[src/rtl/ib_pkg.sv]
// Shared definitions for the input-buffer OPU fetch controller: register map of
// the buffer's OPU read port, controller FSM states and default geometry.
package ib_pkg;

  // OPU read-port register map of apb_input_buffer_top
  localparam logic [5:0] OPU_INPUT_INDEX   = 6'h30;
  localparam logic [5:0] OPU_INPUT_PAYLOAD = 6'h34;
  localparam logic [5:0] OPU_INPUT_RELEASE = 6'h38;
  localparam logic [5:0] OPU_INPUT_STATUS  = 6'h3c;

  // Default vector geometry
  localparam int unsigned WORDS_PER_VEC_DEF = 36;
  localparam int unsigned VEC_PER_COL_DEF   = 8;

  typedef enum logic [2:0] {
    ST_IDLE,
    ST_POLL,
    ST_POLL_WAIT,
    ST_SET_IDX,
    ST_RD_PAYLOAD,
    ST_RELEASE,
    ST_OUT,
    ST_DONE
  } fetch_state_e;

  // States that own exactly one APB transfer
  function automatic logic is_xfer_state(fetch_state_e s);
    return (s == ST_POLL) || (s == ST_SET_IDX) || (s == ST_RD_PAYLOAD) ||
           (s == ST_RELEASE);
  endfunction

endpackage

[src/rtl/apb_master_port.sv]
// Single-transfer APB master engine.
// Ports:
//   req_i/addr_i/write_i/wdata_i : transfer request, accepted when the port is idle
//                                  or in the same cycle the current transfer completes
//                                  (gives back-to-back SETUP)
//   done_c_o                     : combinational, high on the pready cycle of ACCESS
//   rdata_c_o                    : combinational prdata, valid while done_c_o=1
//   apb_*_m                      : APB master pins (outputs registered)
module apb_master_port #(
  parameter int unsigned AW = 6,
  parameter int unsigned DW = 32
) (
  input  logic          clk_i,
  input  logic          rst_n_i,
  input  logic          req_i,
  input  logic [AW-1:0] addr_i,
  input  logic          write_i,
  input  logic [DW-1:0] wdata_i,
  output logic          done_c_o,
  output logic [DW-1:0] rdata_c_o,
  output logic [AW-1:0] apb_paddr_m,
  output logic          apb_pwrite_m,
  output logic          apb_psel_m,
  output logic          apb_penable_m,
  output logic [DW-1:0] apb_pwdata_m,
  input  logic [DW-1:0] apb_prdata_m,
  input  logic          apb_pready_m
);

  typedef enum logic [1:0] {P_IDLE, P_SETUP, P_ACCESS} port_state_e;

  port_state_e   st_q, st_d;
  logic          psel_q, psel_d;
  logic          penable_q, penable_d;
  logic          pwrite_q, pwrite_d;
  logic [AW-1:0] paddr_q, paddr_d;
  logic [DW-1:0] pwdata_q, pwdata_d;
  logic          accept_c;

  assign done_c_o  = (st_q == P_ACCESS) && apb_pready_m;
  assign rdata_c_o = apb_prdata_m;
  assign accept_c  = req_i && ((st_q == P_IDLE) || done_c_o);

  // SETUP -> ACCESS -> (idle | next SETUP)
  always_comb begin
    st_d      = st_q;
    psel_d    = psel_q;
    penable_d = penable_q;
    pwrite_d  = pwrite_q;
    paddr_d   = paddr_q;
    pwdata_d  = pwdata_q;
    case (st_q)
      P_SETUP: begin
        st_d      = P_ACCESS;
        penable_d = 1'b1;
      end
      P_ACCESS: begin
        if (apb_pready_m) begin
          st_d      = P_IDLE;
          psel_d    = 1'b0;
          penable_d = 1'b0;
          pwrite_d  = 1'b0;
        end
      end
      default: ;
    endcase
    if (accept_c) begin
      st_d      = P_SETUP;
      psel_d    = 1'b1;
      penable_d = 1'b0;
      pwrite_d  = write_i;
      paddr_d   = addr_i;
      pwdata_d  = wdata_i;
    end
  end

  always_ff @(posedge clk_i or negedge rst_n_i) begin
    if (!rst_n_i) begin
      st_q      <= P_IDLE;
      psel_q    <= 1'b0;
      penable_q <= 1'b0;
      pwrite_q  <= 1'b0;
      paddr_q   <= '0;
      pwdata_q  <= '0;
    end else begin
      st_q      <= st_d;
      psel_q    <= psel_d;
      penable_q <= penable_d;
      pwrite_q  <= pwrite_d;
      paddr_q   <= paddr_d;
      pwdata_q  <= pwdata_d;
    end
  end

  assign apb_paddr_m   = paddr_q;
  assign apb_pwrite_m  = pwrite_q;
  assign apb_psel_m    = psel_q;
  assign apb_penable_m = penable_q;
  assign apb_pwdata_m  = pwdata_q;

endmodule

[src/rtl/ib_opu_fetch_ctrl.sv]
// OPU fetch controller: polls the input buffer status once per column, then
// gathers VEC_PER_COL vectors word by word over APB (index write + payload read),
// releases each vector and hands it to the OPU on a valid/ready port.
// Ports:
//   start_i/col_cnt_i : launch a run of col_cnt_i columns (ignored while busy)
//   busy_o/done_o     : run in progress / one-cycle completion pulse
//   apb_*_m           : APB master towards apb_input_buffer_top
//   vec_*             : wide vector output; vec_last_o marks a column's last vector
module ib_opu_fetch_ctrl
  import ib_pkg::*;
#(
  parameter int unsigned BUS_AW        = 6,
  parameter int unsigned BUS_DW        = 32,
  parameter int unsigned WORDS_PER_VEC = WORDS_PER_VEC_DEF,
  parameter int unsigned VEC_PER_COL   = VEC_PER_COL_DEF,
  parameter int unsigned POLL_GAP      = 4
) (
  input  logic                            clk_i,
  input  logic                            rst_n_i,
  input  logic                            start_i,
  input  logic [7:0]                      col_cnt_i,
  output logic                            busy_o,
  output logic                            done_o,
  output logic [BUS_AW-1:0]               apb_paddr_m,
  output logic                            apb_pwrite_m,
  output logic                            apb_psel_m,
  output logic                            apb_penable_m,
  output logic [BUS_DW-1:0]               apb_pwdata_m,
  input  logic [BUS_DW-1:0]               apb_prdata_m,
  input  logic                            apb_pready_m,
  output logic [WORDS_PER_VEC*BUS_DW-1:0] vec_data_o,
  output logic                            vec_valid_o,
  input  logic                            vec_ready_i,
  output logic                            vec_last_o
);

  localparam int unsigned WIDX_W = (WORDS_PER_VEC > 1) ? $clog2(WORDS_PER_VEC) : 1;
  localparam int unsigned VIDX_W = (VEC_PER_COL > 1) ? $clog2(VEC_PER_COL) : 1;
  localparam int unsigned GAP_W  = (POLL_GAP > 1) ? $clog2(POLL_GAP) : 1;
  localparam int unsigned VEC_W  = WORDS_PER_VEC * BUS_DW;

  fetch_state_e      state_q, state_d;
  logic [WIDX_W-1:0] word_idx_q, word_idx_d;
  logic [VIDX_W-1:0] vec_idx_q, vec_idx_d;
  logic [7:0]        col_rem_q, col_rem_d;
  logic [GAP_W-1:0]  gap_q, gap_d;
  logic              busy_q, done_q, valid_q, last_q;
  logic [VEC_W-1:0]  data_q;

  logic              req_c;
  logic [BUS_AW-1:0] addr_c;
  logic              write_c;
  logic [BUS_DW-1:0] wdata_c;
  logic              apb_done_c;
  logic [BUS_DW-1:0] apb_rdata_c;

  apb_master_port #(
    .AW (BUS_AW),
    .DW (BUS_DW)
  ) u_apb (
    .clk_i         (clk_i),
    .rst_n_i       (rst_n_i),
    .req_i         (req_c),
    .addr_i        (addr_c),
    .write_i       (write_c),
    .wdata_i       (wdata_c),
    .done_c_o      (apb_done_c),
    .rdata_c_o     (apb_rdata_c),
    .apb_paddr_m   (apb_paddr_m),
    .apb_pwrite_m  (apb_pwrite_m),
    .apb_psel_m    (apb_psel_m),
    .apb_penable_m (apb_penable_m),
    .apb_pwdata_m  (apb_pwdata_m),
    .apb_prdata_m  (apb_prdata_m),
    .apb_pready_m  (apb_pready_m)
  );

  // Next-state and counter updates
  always_comb begin
    state_d    = state_q;
    word_idx_d = word_idx_q;
    vec_idx_d  = vec_idx_q;
    col_rem_d  = col_rem_q;
    gap_d      = gap_q;
    case (state_q)
      ST_IDLE: begin
        if (start_i) begin
          col_rem_d = col_cnt_i;
          vec_idx_d = '0;
          state_d   = (col_cnt_i == 8'd0) ? ST_DONE : ST_POLL;
        end
      end
      ST_POLL: begin
        if (apb_done_c) begin
          if (apb_rdata_c[0]) begin
            word_idx_d = '0;
            state_d    = ST_SET_IDX;
          end else if (POLL_GAP == 0) begin
            state_d = ST_POLL;
          end else begin
            gap_d   = '0;
            state_d = ST_POLL_WAIT;
          end
        end
      end
      ST_POLL_WAIT: begin
        if (gap_q == GAP_W'(POLL_GAP - 1)) begin
          state_d = ST_POLL;
        end else begin
          gap_d = gap_q + GAP_W'(1);
        end
      end
      ST_SET_IDX: begin
        if (apb_done_c) begin
          state_d = ST_RD_PAYLOAD;
        end
      end
      ST_RD_PAYLOAD: begin
        if (apb_done_c) begin
          if (word_idx_q == WIDX_W'(WORDS_PER_VEC - 1)) begin
            state_d = ST_RELEASE;
          end else begin
            word_idx_d = word_idx_q + WIDX_W'(1);
            state_d    = ST_SET_IDX;
          end
        end
      end
      ST_RELEASE: begin
        if (apb_done_c) begin
          state_d = ST_OUT;
        end
      end
      ST_OUT: begin
        if (vec_ready_i) begin
          word_idx_d = '0;
          if (vec_idx_q != VIDX_W'(VEC_PER_COL - 1)) begin
            vec_idx_d = vec_idx_q + VIDX_W'(1);
            state_d   = ST_SET_IDX;
          end else begin
            vec_idx_d = '0;
            col_rem_d = col_rem_q - 8'd1;
            state_d   = (col_rem_q == 8'd1) ? ST_DONE : ST_POLL;
          end
        end
      end
      ST_DONE: begin
        state_d = ST_IDLE;
      end
      default: begin
        state_d = ST_IDLE;
      end
    endcase
  end

  // Issue a transfer on entry to a transfer state; entering straight from a
  // completing transfer chains it back-to-back.
  always_comb begin
    req_c   = is_xfer_state(state_d) && (apb_done_c || !is_xfer_state(state_q));
    addr_c  = '0;
    write_c = 1'b0;
    wdata_c = '0;
    case (state_d)
      ST_POLL: begin
        addr_c = BUS_AW'(OPU_INPUT_STATUS);
      end
      ST_SET_IDX: begin
        addr_c  = BUS_AW'(OPU_INPUT_INDEX);
        write_c = 1'b1;
        wdata_c = BUS_DW'(word_idx_d);
      end
      ST_RD_PAYLOAD: begin
        addr_c = BUS_AW'(OPU_INPUT_PAYLOAD);
      end
      ST_RELEASE: begin
        addr_c  = BUS_AW'(OPU_INPUT_RELEASE);
        write_c = 1'b1;
        wdata_c = BUS_DW'(1);
      end
      default: ;
    endcase
  end

  // State, counters, registered outputs and word buffer
  always_ff @(posedge clk_i or negedge rst_n_i) begin
    if (!rst_n_i) begin
      state_q    <= ST_IDLE;
      word_idx_q <= '0;
      vec_idx_q  <= '0;
      col_rem_q  <= '0;
      gap_q      <= '0;
      busy_q     <= 1'b0;
      done_q     <= 1'b0;
      valid_q    <= 1'b0;
      last_q     <= 1'b0;
      data_q     <= '0;
    end else begin
      state_q    <= state_d;
      word_idx_q <= word_idx_d;
      vec_idx_q  <= vec_idx_d;
      col_rem_q  <= col_rem_d;
      gap_q      <= gap_d;
      busy_q     <= (state_d != ST_IDLE) && (state_d != ST_DONE);
      done_q     <= (state_d == ST_DONE);
      valid_q    <= (state_d == ST_OUT);
      last_q     <= (state_d == ST_OUT) && (vec_idx_d == VIDX_W'(VEC_PER_COL - 1));
      if ((state_q == ST_RD_PAYLOAD) && apb_done_c) begin
        for (int unsigned w = 0; w < WORDS_PER_VEC; w++) begin
          if (word_idx_q == WIDX_W'(w)) begin
            data_q[w*BUS_DW +: BUS_DW] <= apb_rdata_c;
          end
        end
      end
    end
  end

  assign busy_o      = busy_q;
  assign done_o      = done_q;
  assign vec_valid_o = valid_q;
  assign vec_last_o  = last_q;
  assign vec_data_o  = data_q;

endmodule

[config.mk]
export PLATFORM = sky130hd
export DESIGN_NAME = ib_opu_fetch_ctrl
export DESIGN_NICKNAME = d
export VERILOG_FILES = /design/src/rtl/ib_pkg.sv /design/src/rtl/apb_master_port.sv /design/src/rtl/ib_opu_fetch_ctrl.sv
export SDC_FILE = /design/constraint.sdc
export NUM_CORES = 1
export LEC_CHECK = 0
export ABC_AREA = 1
export CAP_MARGIN = 20
export CORE_AREA = 4 4 484 486
export DETAILED_ROUTE_END_ITERATION = 10
export DIE_AREA = 0 0 488 490
export GPL_ROUTABILITY_DRIVEN = 1
export HOLD_SLACK_MARGIN = 0.02
export SYNTH_ARGS = -nofsm -noshare
export SYNTH_HDL_FRONTEND = slang
export SYNTH_HIERARCHICAL = 1
export SYNTH_SLANG_ARGS = --single-unit
[constraint.sdc]
create_clock -name clk_i -period 2.5 [get_ports clk_i]
set_input_delay 0.5 -clock clk_i [delete_from_list [all_inputs] [get_ports clk_i]]
set_output_delay 0.5 -clock clk_i [all_outputs]
set_load 0.005 [all_outputs]
==> results.json, run 1 <==
{
  "synth.mux.area_fraction_pct": 0,
  "rr_worst_depth": 12,
  "area.sequential_sq_um": 30530,
  "fmaxAchievable_mhz": 427.2,
  "edff_count_synth": 0,
  "timing_max_transition_violations_final": 0,
  "worst-path-max-fanout": 64,
  "detail_route.drc_violations": 0,
  "timing.final.crit_period_ps": 2341,
  "synthAdderAreaFrac_pct": 0.2533,
  "synth.yosys.warnings": 6,
  "clock_path_buffers": 3,
  "ys_types": 31,
  "async_reset_ff_share_pct": 100.0,
  "grt_max_degree": 123,
  "syn-instance-count": 4355,
  "firstDrtPassIters": 7,
  "cts.sinks": 1220,
  "global_route.overflow_total": 0,
  "ys_seq_area_share_pct": 68.68,
  "post_cts_clock_slew_at_the_launch_and_capture_registers_of_the_worst_setup_and_hold_paths_ps": 60,
  "critical_path.reg2reg.endpoint": "vec_data_o[484]$_DFFE_PN0P_",
  "cts_h_tree_depth": 4,
  "place.detailed.instances": 8480,
  "via_count": 37320,
  "tritoncts.num_buffers": 135,
  "fraction_of_the_mapped_netlist_area_in_compound_gates_pct": 13.81,
  "avgSynthCellArea_sq_um": 10.21,
  "routed_wl_um": 193500,
  "critical_path.reg2reg.startpoint": "u_apb/st_q[0]$_DFFE_PN0P_",
  "cts_root_buffer": "sky130_fd_sc_hd__clkbuf_16",
  "post_synthesis_instance_area_sq_um": 44450,
  "core_sq_um": 229700,
  "yosys_most_used_dff": "sky130_fd_sc_hd__dfrtp_1",
  "share_of_final_layout_standard_cells_stronger_than_drive_strength_1_pct": 9.220,
  "placement.setup.worst_slack_ps": -388.4,
  "die_y_um": 490,
  "hold_path_startpoint": "vec_data_o[988]$_DFFE_PN0P_",
  "main_combinational_cell_family_by_area_after_synthesis": "compound AO/OA/AOI/OAI gates",
  "criticalPathCategory": "reg2reg",
  "port_buffers": 1241,
  "drt-wirelength-per-cell_um": 22.15,
  "via_per_inst": 4.273,
  "critical_path_required_ps": 3160,
  "area_growth_pct": 49.74,
  "layoutNonFillerInstCount": 8735,
  "synth_simple_gate_area_share_pct": 12.87,
  "max_cap_viol_count": 0,
  "critical_path.endpoint_type": "flip-flop",
  "grt_first_pass_wirelength_um": 272700,
  "tritoncts": "yes",
  "ir_drop_uv": 566.8,
  "nets": 5648,
  "ioPinCount": 1242,
  "final.setup.worst_slack_ps": 159.4,
  "worstHoldPathCells": 2,
  "post-synth-top-area-fraction_pct": 68.68,
  "fin_worst_skew_ps": 45.33,
  "power_per_cell_area_nw_per_um2": 648.9,
  "hold_ws_ps": 481.1,
  "number_of_global_route_vias_before_repair": 36690,
  "finalSetupViolations": 0,
  "route.antenna.remaining_nets": 0,
  "grt_antenna_before_repair": 28,
  "synthXorXnorAreaFrac_pct": 0.03941,
  "gr-usage-all-layers_pct": 15.59,
  "synth_top_cell_by_area": "sky130_fd_sc_hd__dfrtp_1",
  "num_rows": 176,
  "hold_path_sink": "vec_data_o[988]$_DFFE_PN0P_",
  "synth_top_cells_by_area": "sky130_fd_sc_hd__dfrtp_1 (69%), sky130_fd_sc_hd__o21ai_0 (12%), sky130_fd_sc_hd__nand2_1 (10%)",
  "worst-endpoint-arrival_ps": 3000,
  "place.detailed.hpwl_um": 131500,
  "ys_ff_latch": 1220,
  "slew_at_the_pin_with_the_worst_max_slew_slack_ps": 671.5,
  "power_leakage_uw": 0.02888,
  "min_path_type": "reg2reg",
  "initial_utilization_pct": 19.35,
  "regToRegSetupSlack_ps": 160,
  "clock_latency_ps": 760,
  "die_area_sq_um": 239100,
  "die_x_um": 488,
  "timing.slew.headroom_pct": 55.23,
  "multiInputGateArea_sq_um": 12240,
  "dr.first_iter.drc_count": 3132,
  "min_period_over_period_pct": 93.62,
  "run_status": "finished, final reports clean",
  "grt_setup_unrepaired": "yes",
  "place.gp.congestion": 0.8203,
  "worstSetupStartpointType": "flip-flop",
  "timing_hold_violations_final": 0,
  "n_fill_cell": 23680
}
per-layer routing:
layer / vias up / global-route usage, % / wire length (um)
met2: 1825 / 25.09 / 89050
li1: 16680 / - / -
met1: 18500 / 19.32 / 77330
met3: 320 / 5.564 / 20710
met5: - / 0 / 0
met4: 0 / 5.288 / 6390
synthesized netlist by cell type (12+ instances only):
cell / number
sky130_fd_sc_hd__o21ai_0: 1077
sky130_fd_sc_hd__inv_1: 85
sky130_fd_sc_hd__nand3_1: 64
sky130_fd_sc_hd__nand2_1: 1229
sky130_fd_sc_hd__nand4_1: 12
sky130_fd_sc_hd__a21oi_2: 25
sky130_fd_sc_hd__dfrtp_1: 1220
sky130_fd_sc_hd__a21oi_1: 91
sky130_fd_sc_hd__nor2_1: 148
sky130_fd_sc_hd__clkbuf_1: 301
sky130_fd_sc_hd__buf_4: 38
sky130_fd_sc_hd__buf_2: 17
cells in the final DEF, fill, tap and decap left out, types with 4 or more instances in the layout:
| cell type | netlist | layout |
|---|---|---|
| sky130_fd_sc_hd__clkdlybuf4s50_1 | 0 | 1240 |
| sky130_fd_sc_hd__dfrtp_1 | 1220 | 1218 |
| sky130_fd_sc_hd__nand2_1 | 1229 | 1200 |
| sky130_fd_sc_hd__o21ai_0 | 1077 | 1077 |
| sky130_fd_sc_hd__nor2_1 | 148 | 146 |
| sky130_fd_sc_hd__clkbuf_16 | 0 | 137 |
| sky130_fd_sc_hd__buf_4 | 38 | 106 |
| sky130_fd_sc_hd__a21oi_1 | 91 | 90 |
| sky130_fd_sc_hd__buf_12 | 0 | 90 |
| sky130_fd_sc_hd__nand3_1 | 64 | 60 |
| sky130_fd_sc_hd__inv_1 | 85 | 51 |
| sky130_fd_sc_hd__inv_2 | 2 | 34 |
| sky130_fd_sc_hd__clkbuf_8 | 0 | 34 |
| sky130_fd_sc_hd__conb_1 | 1 | 28 |
| sky130_fd_sc_hd__nand2_2 | 0 | 26 |
| sky130_fd_sc_hd__a21oi_2 | 25 | 26 |
| sky130_fd_sc_hd__clkbuf_1 | 301 | 21 |
| sky130_fd_sc_hd__clkinv_2 | 0 | 19 |
| sky130_fd_sc_hd__diode_2 | 0 | 15 |
| sky130_fd_sc_hd__nand4_1 | 12 | 12 |
| sky130_fd_sc_hd__ha_1 | 9 | 8 |
| sky130_fd_sc_hd__inv_6 | 0 | 7 |
| sky130_fd_sc_hd__clkinv_16 | 0 | 6 |
| sky130_fd_sc_hd__nand3_4 | 1 | 5 |
| sky130_fd_sc_hd__bufinv_16 | 0 | 5 |
| sky130_fd_sc_hd__nor2_2 | 2 | 4 |
| sky130_fd_sc_hd__clkinv_4 | 0 | 4 |
worst max path at each step:
stage	startpoint	end	slack [ps]	cells after the start
after floorplan	apb_pready_m	u_apb/apb_paddr_m[0]$_DFFE_PN0P_	250	17
after global placement	apb_pready_m	vec_data_o[1057]$_DFFE_PN0P_	-330	13
after detailed placement	apb_pready_m	vec_data_o[72]$_DFFE_PN0P_	-390	13
after CTS	u_apb/st_q[0]$_DFFE_PN0P_	vec_data_o[74]$_DFFE_PN0P_	110	13
after global routing	u_apb/st_q[0]$_DFFE_PN0P_	u_apb/apb_paddr_m[1]$_DFFE_PN0P_	-7	19
final	u_apb/st_q[0]$_DFFE_PN0P_	vec_data_o[484]$_DFFE_PN0P_	160	12
logic make-up (layout without fill, tap and decap cells):
| logic type | Yosys count | after routing |
|---|---|---|
| and+or+nand+nor | 1467 | 1467 |
| DFF | 1220 | 1220 |
| AOI/OAI and AO/OA | 1203 | 1203 |
| buffers and inverters | 453 | 1765 |
| adders and majority gates | 9 | 9 |
| xor gates and xnor gates | 2 | 2 |
| other | 1 | 43 |
per-stage QoR:
| stage | total power (uW) | setup TNS, ps | utilization, % | area, sq um |
|---|---|---|---|---|
| 3_3_place_gp | 23210 | -222430 | 26.95 | 61900 |
| 5_1_grt | 44760 | -16.79 | 28.97 | 66530 |
| 6_report | 43190 | 0 | 28.98 | 66560 |
| 2_1_floorplan | 21430 | 0 | - | 44550 |
| 3_5_place_dp | 23250 | -256050 | 26.95 | 61900 |
| 4_1_cts | 43690 | 0 | 28.94 | 66470 |
repair_timing:
action	4_1_cts	5_1_grt
setup buffers	0	1
hold endpoints to repair	232	0
resized for setup	0	12
hold buffers	1	0
setup endpoints to repair	0	101
critical path, cell delays in order (launching register included):
cell and delay [ps]:
sky130_fd_sc_hd__dfrtp_1 400, sky130_fd_sc_hd__inv_1 80, sky130_fd_sc_hd__nand3_1 130, sky130_fd_sc_hd__inv_2 110, sky130_fd_sc_hd__buf_4 120, sky130_fd_sc_hd__buf_4 110, sky130_fd_sc_hd__nand3_4 70, sky130_fd_sc_hd__buf_4 160
sky130_fd_sc_hd__nor2_4 130, sky130_fd_sc_hd__buf_12 170, sky130_fd_sc_hd__nand2_2 80, sky130_fd_sc_hd__buf_12 160, sky130_fd_sc_hd__o21ai_0 320
power by group:
part	switching [uW]	leakage [uW]	internal (uW)
clock	8580	0.00224	11700
combinational	2090	0.00963	860
sequential	104	0.0170	19900
cell type report:
type | count | share of cell area (%)
Timing Repair Buffer | 1440 | 22.64
Inverter | 88 | 0.5000
Multi-Input combinational cell | 2709 | 18.39
Antenna cell | 15 | 0.05639
Sequential cell | 1220 | 45.87
Clock buffer | 191 | 5.934
Tap cell | 3026 | 5.688
Clock inverter | 46 | 0.9173
sequential cells by signal (all words and copies together), names as in the netlist, 2 cells and up:
signal              count
vec_idx_q               3
u_apb/apb_paddr_m       6
word_idx_q              6
gap_q                   2
col_rem_q               8
vec_data_o           1152
u_apb/apb_pwdata_m     32
state_q                 3
(Power assumes the default switching activity.)
==> run 2, diff against run 1 <==
--- a/config.mk
+++ b/config.mk
@@ -7,11 +7,14 @@
 export LEC_CHECK = 0
 export ABC_AREA = 1
 export CAP_MARGIN = 20
+export CELL_PAD_IN_SITES_DETAIL_PLACEMENT = 1
+export CELL_PAD_IN_SITES_GLOBAL_PLACEMENT = 1
 export CORE_AREA = 4 4 484 486
 export DETAILED_ROUTE_END_ITERATION = 10
 export DIE_AREA = 0 0 488 490
 export GPL_ROUTABILITY_DRIVEN = 1
 export HOLD_SLACK_MARGIN = 0.02
+export PLACE_DENSITY_LB_ADDON = 0.1
 export SYNTH_ARGS = -nofsm -noshare
 export SYNTH_HDL_FRONTEND = slang
 export SYNTH_HIERARCHICAL = 1
==> run 2 against run 1 <==
Die area stayed put. Clock power is 9.9% higher. Setup slack worse by 46 ps. Combinational power is 6% higher. Register-to-register slack better by 90 ps. Wire length is 28% higher. Largest cell class unchanged.
==> results.json, run 2 (synthesis results as in run 1) <==
{
  "run_status": "finished, final reports clean",
  "layoutNonFillerInstCount": 8828,
  "gr-usage-all-layers_pct": 20.25,
  "dr.first_iter.drc_count": 2142,
  "die_area_sq_um": 239100,
  "crit_path_top_delay_cell": "sky130_fd_sc_hd__clkdlybuf4s50_1",
  "critical_path.reg2reg.startpoint": "state_q[2]$_DFF_PN0_",
  "min_period_over_period_pct": 95.45,
  "swShare_pct": 25.22,
  "min_path_type": "in2async",
  "grt_setup_unrepaired": "no",
  "timing.slew.headroom_pct": 56.39,
  "fin_worst_skew_ps": 25.49,
  "core_sq_um": 229700,
  "rr_worst_depth": 15,
  "global_route.overflow_total": 0,
  "die_y_um": 490,
  "placement.setup.worst_slack_ps": -428.7,
  "drt-wirelength-per-cell_um": 28.05,
  "slew_at_the_pin_with_the_worst_max_slew_slack_ps": 654.1,
  "area_growth_pct": 52.03,
  "post_cts_clock_slew_at_the_launch_and_capture_registers_of_the_worst_setup_and_hold_paths_ps": 60,
  "via_count": 37020,
  "worstSetupStartpointType": "flip-flop",
  "finalSetupViolations": 0,
  "port_buffers": 1241,
  "max_cap_viol_count": 0,
  "power_frac_seq_pct": 44.0,
  "cts_root_buffer": "sky130_fd_sc_hd__clkbuf_16",
  "place.detailed.instances": 8539,
  "detail_route.drc_violations": 0,
  "hold_ws_ps": 371.4,
  "route.antenna.remaining_nets": 0,
  "worst-endpoint-arrival_ps": 1890,
  "num_rows": 176,
  "finalCoreUtilization_pct": 29.42,
  "via_per_inst": 4.193,
  "grt_first_pass_wirelength_um": 339500,
  "nets": 5727,
  "share_of_final_layout_standard_cells_stronger_than_drive_strength_1_pct": 10.31,
  "fmaxAchievable_mhz": 419.0,
  "crit_path_cell_trace": "clkdlybuf4s50_1",
  "grt_antenna_before_repair": 40,
  "n_fill_cell": 25650,
  "multiInputGateArea_sq_um": 12230,
  "ir_drop_uv": 586.1,
  "power_leakage_uw": 0.02948,
  "internal_power_uw": 33950,
  "firstDrtPassIters": 5,
  "grt_max_degree": 82,
  "ioPinCount": 1242,
  "timing_max_transition_violations_final": 0,
  "timing.final.crit_period_ps": 2386,
  "layout_commonest_cell": "sky130_fd_sc_hd__clkdlybuf4s50_1",
  "place.detailed.hpwl_um": 172500,
  "cts_h_tree_depth": 4,
  "critical_path.reg2reg.endpoint": "u_apb/apb_pwdata_m[23]$_DFFE_PN0P_",
  "critical_path.endpoint_type": "output port",
  "most_used_cells_in_the_layout_excluding_fill_and_tap_cells": "sky130_fd_sc_hd__clkdlybuf4s50_1 (1,236), sky130_fd_sc_hd__dfrtp_1 (1,218), sky130_fd_sc_hd__nand2_1 (1,200)",
  "crit_buf_inv": 1,
  "power.clock.fraction_pct": 49.0,
  "power_per_cell_area_nw_per_um2": 671.8,
  "number_of_global_route_vias_before_repair": 38510,
  "tritoncts.num_buffers": 155,
  "clock_latency_ps": 780,
  "fin_tns_setup_ps": 0,
  "timing_hold_violations_final": 0,
  "largest_register_ff_count": 1152,
  "critical_path_required_ps": 2000,
  "switchingPower_uw": 11450,
  "cp_num_cells": 1,
  "criticalPathCategory": "reg2out",
  "worst-path-max-fanout": 2,
  "critical_path.top_delay_family": "buffers and inverters",
  "clock_path_buffers": 3,
  "routed_wl_um": 247600,
  "regToRegSetupSlack_ps": 250,
  "die_x_um": 488,
  "area.sequential_sq_um": 30530,
  "tritoncts": "yes",
  "cts.sinks": 1220,
  "initial_utilization_pct": 19.35,
  "final.setup.worst_slack_ps": 113.6,
  "cp_slowest_stage_delay_ps": 750,
  "p_comb_share_pct": 6.9,
  "place.gp.congestion": 0.7711
}
## run 2: changes by cell type in the layout (fill, tap and decap cells not counted), moves of 12 or more
cell / delta
sky130_fd_sc_hd__buf_4: +48
sky130_fd_sc_hd__buf_12: +12
sky130_fd_sc_hd__clkbuf_16: +22
sky130_fd_sc_hd__clkbuf_1: +23
## run 2: cell type report
class | count | share of cell area [%]
tap | 3026 | 5.602
inverter | 88 | 0.4943
antenna | 13 | 0.04814
clock inverter | 34 | 0.5536
sequential | 1220 | 45.18
timing repair buffer | 1499 | 23.17
multi-input combinational | 2709 | 18.09
clock buffer | 239 | 6.865
## run 2: per-stage QoR
stage | total power, uW | area [sq um]
6_report | 45400 | 67580
2_1_floorplan | 21430 | 44550
3_3_place_gp | 23570 | 62490
5_1_grt | 47470 | 67560
3_5_place_dp | 23570 | 62490
4_1_cts | 46360 | 67510
## run 2: metal layers
metal  vias up  track usage, %  share of wire (%)
met1     18740           24.32                 41
met5         -               0             0.0085
met3       246           7.515                8.7
li1      16840               -                  -
met4         4           5.599                2.9
met2      1193           33.86                 48
## run 2: worst max path at each step
| stage | from | endpoint | slack, ps |
|---|---|---|---|
| after floorplan | apb_pready_m | u_apb/apb_paddr_m[0]$_DFFE_PN0P_ | 250 |
| after global placement | apb_pready_m | u_apb/apb_pwrite_m$_DFFE_PN0P_ | -360 |
| after detailed placement | apb_pready_m | u_apb/apb_pwdata_m[19]$_DFFE_PN0P_ | -430 |
| after CTS | vec_data_o[580]$_DFFE_PN0P_ | vec_data_o[580] | 6 |
| after global routing | vec_idx_q[0]$_DFF_PN0_ | u_apb/apb_pwdata_m[21]$_DFFE_PN0P_ | 4 |
| final | vec_data_o[580]$_DFFE_PN0P_ | vec_data_o[580] | 110 |
## run 2: what timing repair did
| action | in CTS | in global routing |
|---|---|---|
| endpoints found under the setup margin | 3 | 42 |
| hold buffers | 1 | 0 |
| buffers inserted | 0 | 2 |
| pin swaps | 0 | 1 |
| endpoints found under the hold margin | 17 | 0 |
| resized for setup | 3 | 13 |
## run 2: power by group through the flow
stage	Combinational [uW]	Clock (uW)	Sequential, uW
floorplan	1130	0	20300
global placement	3240	0	20300
detailed placement	3230	0	20300
CTS	3240	23100	20000
global route	3520	24000	20000
finish	3140	22300	20000
